==> config.mk <==
export PLATFORM = sky130hd
export DESIGN_NAME = led_pattern_engine
export DESIGN_NICKNAME = d
export VERILOG_FILES = /design/src/rtl/led_pattern_engine.sv
export SDC_FILE = /design/constraint.sdc
export NUM_CORES = 1
export LEC_CHECK = 0
export ABC_AREA = 1
export CAP_MARGIN = 10
export CORE_UTILIZATION = 57
export CTS_CLUSTER_DIAMETER = 30
export DETAILED_ROUTE_END_ITERATION = 8
export PLACE_DENSITY = 0.82
export RECOVER_POWER = 25
export SYNTH_ARGS = -nofsm -noshare
export SYNTH_HDL_FRONTEND = slang
export SYNTH_SLANG_ARGS = --single-unit
==> constraint.sdc <==
create_clock -name i_sysclk -period 6.4 [get_ports i_sysclk]
set_clock_uncertainty 0.1 [all_clocks]
set_input_delay 1.28 -clock i_sysclk [delete_from_list [all_inputs] [get_ports i_sysclk]]
set_output_delay 1.28 -clock i_sysclk [all_outputs]
set_load 0.01 [all_outputs]
==> src/rtl/led_pattern_engine.sv <==
// rtl/led_pattern_engine.sv - internally timed LED blink/burst engine with registered, polarity-selectable outputs.
// Optional macro LED_PWM_DIM_EN adds the i_brightness port and a global 16-step PWM dimmer.
module led_pattern_engine #(
    parameter int NUM_LED    = 16,
    parameter int TICK_DIV   = 3125000,
    parameter int ACTIVE_LOW = 0
) (
    input  logic                   i_sysclk,
    input  logic                   i_reset,
    input  logic [4*NUM_LED-1:0]   i_led_mode,
    input  logic [NUM_LED-1:0]     i_led_trig,
    input  logic [3:0]             i_burst_cnt,
    input  logic                   i_phase_clr,
    output logic [NUM_LED-1:0]     o_led_out,
    output logic [NUM_LED-1:0]     o_led_busy
`ifdef LED_PWM_DIM_EN
    ,
    input  logic [3:0]             i_brightness
`endif
);

    localparam int            PW        = $clog2(TICK_DIV);
    localparam logic [PW-1:0] PRESC_TC  = PW'(TICK_DIV - 1);
    localparam logic [3:0]    MODE_OFF  = 4'd0;
    localparam logic [3:0]    MODE_1HZ  = 4'd1;
    localparam logic [3:0]    MODE_2HZ  = 4'd2;
    localparam logic [3:0]    MODE_4HZ  = 4'd3;
    localparam logic [3:0]    MODE_05S  = 4'd4;
    localparam logic [3:0]    MODE_35S  = 4'd5;
    localparam logic [3:0]    MODE_ON   = 4'd6;
    localparam logic [3:0]    MODE_BRST = 4'd7;

    logic [PW-1:0]      r_presc;
    logic [4:0]         r_ph;
    logic [4:0]         r_rem [NUM_LED];
    logic [NUM_LED-1:0] r_led_out;
    logic [NUM_LED-1:0] r_busy;

    logic               w_tick;
    logic [NUM_LED-1:0] w_lit;
    logic [NUM_LED-1:0] w_drive;
    logic [4:0]         w_rem_nxt [NUM_LED];

    assign w_tick = (r_presc == PRESC_TC);

    // Phase clear realigns every channel at once; burst counters are left alone.
    always_ff @(posedge i_sysclk or posedge i_reset) begin
        if (i_reset) begin
            r_presc <= '0;
            r_ph    <= 5'd0;
        end else if (i_phase_clr) begin
            r_presc <= '0;
            r_ph    <= 5'd0;
        end else if (w_tick) begin
            r_presc <= '0;
            r_ph    <= r_ph + 5'd1;
        end else begin
            r_presc <= r_presc + PW'(1);
        end
    end

    for (genvar g = 0; g < NUM_LED; g++) begin : g_chan
        logic [3:0] w_mode;
        assign w_mode = i_led_mode[4*g +: 4];

        // A load takes priority over a coincident tick so a burst always starts at 2*count.
        always_comb begin
            w_rem_nxt[g] = r_rem[g];
            if (w_mode != MODE_BRST)
                w_rem_nxt[g] = 5'd0;
            else if (i_led_trig[g] && (r_rem[g] == 5'd0) && (i_burst_cnt != 4'd0))
                w_rem_nxt[g] = {i_burst_cnt, 1'b0};
            else if (w_tick && (r_rem[g] != 5'd0))
                w_rem_nxt[g] = r_rem[g] - 5'd1;
        end

        always_comb begin
            w_lit[g] = 1'b0;
            case (w_mode)
                MODE_OFF:  w_lit[g] = 1'b0;
                MODE_1HZ:  w_lit[g] = ~r_ph[2];
                MODE_2HZ:  w_lit[g] = ~r_ph[1];
                MODE_4HZ:  w_lit[g] = ~r_ph[0];
                MODE_05S:  w_lit[g] = (r_ph < 5'd4);
                MODE_35S:  w_lit[g] = (r_ph < 5'd28);
                MODE_ON:   w_lit[g] = 1'b1;
                MODE_BRST: w_lit[g] = (r_rem[g] != 5'd0) & ~r_rem[g][0];
                default:   w_lit[g] = 1'b0;
            endcase
        end
    end

`ifdef LED_PWM_DIM_EN
    logic [3:0] r_pwm;

    always_ff @(posedge i_sysclk or posedge i_reset) begin
        if (i_reset)
            r_pwm <= 4'd0;
        else
            r_pwm <= r_pwm + 4'd1;
    end

    assign w_drive = w_lit & {NUM_LED{(r_pwm <= i_brightness)}};
`else
    assign w_drive = w_lit;
`endif

    always_ff @(posedge i_sysclk or posedge i_reset) begin
        if (i_reset) begin
            for (int i = 0; i < NUM_LED; i++)
                r_rem[i] <= 5'd0;
            r_busy    <= '0;
            r_led_out <= {NUM_LED{ACTIVE_LOW != 0}};
        end else begin
            for (int i = 0; i < NUM_LED; i++) begin
                r_rem[i]  <= w_rem_nxt[i];
                r_busy[i] <= (w_rem_nxt[i] != 5'd0);
            end
            r_led_out <= w_drive ^ {NUM_LED{ACTIVE_LOW != 0}};
        end
    end

    assign o_led_out  = r_led_out;
    assign o_led_busy = r_busy;

endmodule

==> metrics.txt <==
status=finished clean; Filler Cell Count=1330; flop2flop setup slack=3.52 ns; Hold Startpoint=r_presc[0]$_DFF_PP0_; max-slew violation count=0; number of synthesized flops with an enable pin=0; worst flop-to-flop path startpoint=r_ph[2]$_DFFE_PP0P_; Final Cycle Share=66.7%; first-pass iteration count of the detailed router=6; Initial Util=58.1%; CP endpoint kind=flip-flop; Synth cell types=45; Area Overhead vs Synth=20.5%; Net Switching=0.566 mW; Int Pwr=1.70 mW; Yosys top cell area share=36.2%; ratio of cells with drive above 1 in the final layout=4.51%; RSZ-0062 raised after global routing=no; combinational share of power=12.5%; Clock Latency Late Sink=0.43 ns; crit path from=i_burst_cnt[0]; sequential fraction of the synthesis area=36.2%; prevailing post-synth register cell=dfrtp_1; DIE AREA=17400 um^2; vias per std cell=5.64; clk slew on worst S/H paths=0.06 ns; post-synthesis async set-or-reset flop share=100%; FP Rows=47; H-tree levels=4; vias=10011; setup TNS=0 ns; Multi-input gate area=4850 um^2; maxcap violations=0; initial antenna violation count=1; CP peak stage delay=0.83 ns; Final Hold Violating Endpoints=0; leakage=6.28 nW; switch share=25.0%; hold buffer count at cts=0; Tot GR Track Use=32.9%; largest net degree at the start of global routing=104; Iter 0 DRT Violations=1121; largest delay contributor family on the critical path=buffers and inverters; wire length per cell=15.6 um; largest buffer count on any clock path=2; vias in the first global route=9251; Vert. Die Dim=132 um; post-CTS setup repair buffer count=0; Slew headroom=21.4%; Total Power=2.26 mW; Mapped Area=9600 um^2; CP Max Fanout=15; register area=3480 um^2; post-route ant nets=0; CTS tree=done; #FFs+latches synth=139; Post-Syn Instances=1429; final wirelength=27600 um; Worst IR Drop VDD=0.000193 V; critical path, cell by cell=clkdlybuf4s50_1, inv_1, nand4_1, inv_1, nor2_1, inv_1, nand2_1, nand2_1, nand2_1, nor2_1, nand2_1; Syn. warnings=0; FMAX=0.234 GHz; Critical Path RT=6.61 ns; Final Hold Slack=0.398 ns; first-pass GRT wire length=45100 um; CTS resizes=0; Buf/Inv on CP=4; Num Clock Sinks=139; Worst EP arrival=4.48 ns; CP max stage cell=nand4_1; Clock power frac=47.3%; commonest cells after routing, fill and taps aside=nand2_1, inv_1, nand3_1; Mapped Avg Cell Area=6.71 um^2; Sequential Power Share=40.3%; main area contributors after synthesis=dfrtp_1, nand2_1, inv_1; DPL Wire Length=19000 um; Core ar.=16500 um^2; cell accounting for the most synthesized area=dfrtp_1; Remaining DRCs=0; WS Path Type=input pin to flip-flop; leading cell type in the layout, fill and taps excluded=nand2_1; Startpoint Class=input pin; Remaining Overflow, GRT=0; Hold WC Path Type=flip-flop to flip-flop; final setup fails=0; Worst Tran Pin Value=1.18 ns; crit path time final=4.27 ns; TritonCTS Buffers=17; nets@finish=1645; Root Buffer=clkbuf_16; Die Wd=132 um; routability cong.=0.928; power density cells=196 nW/um^2; cell repeated most along the worst path=nand2_1; Synthesized Nets=1534; I/O pins=119; PortBufs=118
[cells in the mapped netlist (4+ instances only)]
master    number
a211oi_1       4
a21oi_1       76
a31oi_1        6
buf_2         12
buf_4          6
clkbuf_1      10
dfrtp_1      139
ha_1          18
inv_1        277
inv_2          7
nand2_1      358
nand3_1      144
nand3_2        9
nand3b_1      14
nand4_1       75
nor2_1       133
nor2_4         5
nor3_1        23
o211ai_1      10
o21ai_0       35
o221ai_1       6
o311ai_0       8
xnor2_1       15
xor2_1         8
[power by group through the flow]
stage	combinational [mW]	clock (mW)	sequential (mW)
final	0.282	1.07	0.910
after floorplan	0.137	0	0.931
after CTS	0.280	1.07	0.910
after global routing	0.313	1.11	0.912
after detailed placement	0.277	0	0.926
after global placement	0.273	0	0.926
[registers in the layout, summed over array words and instances, names as in the netlist]
register and count:
r_ph 5, r_rem 80, o_led_busy 16, r_presc 22, o_led_out 16
[worst paths after layout]
check / cells after the start / end
worst max-delay path: 11 / o_led_busy[8]$_DFF_PP0_
min in group asynchronous: 2 / r_presc[0]$_DFF_PP0_
worst min-delay path: 1 / r_presc[0]$_DFF_PP0_
worst max register to register: 7 / o_led_out[1]$_DFF_PP0_
max in group asynchronous: 3 / o_led_out[1]$_DFF_PP0_
worst min register to register: 1 / r_presc[0]$_DFF_PP0_
[routing by layer]
layer	GRT usage, %	wire (um)	vias up
li1	-	-	4846
met2	53.1	12700	529
met1	44.6	11600	4584
met5	0	0	-
met4	11.3	516	0
met3	6.15	2850	52
[kinds of logic after synthesis]
| group | Yosys count | synth area share [%] |
|---|---|---|
| simple gates | 770 | 36.2 |
| buf+inv | 318 | 13.2 |
| compound gates | 161 | 9.88 |
| flops | 139 | 36.2 |
| xor+xnor | 23 | 2.10 |
| fa+ha+maj | 18 | 2.35 |
[metrics by stage]
stage,cells,worst slack [ns],area (um^2),util (%)
4_1_cts,1773,2.26,11600,70.0
3_3_place_gp,1741,1.93,10900,66.1
6_report,1774,2.13,11600,70.0
2_1_floorplan,1429,1.30,9600,-
3_5_place_dp,1741,1.83,10900,66.1
5_1_grt,1773,1.97,11600,69.9
[area by class of cell]
type / count / area share [%]
Sequential cell: 139 / 30.1
Clock inverter: 13 / 1.65
Tap cell: 220 / 2.38
Clock buffer: 19 / 3.92
Multi-Input combinational cell: 972 / 42.0
Antenna cell: 1 / 0.0216
Timing Repair Buffer: 125 / 10.7
Inverter: 285 / 9.30
(Power assumes the default switching activity.)
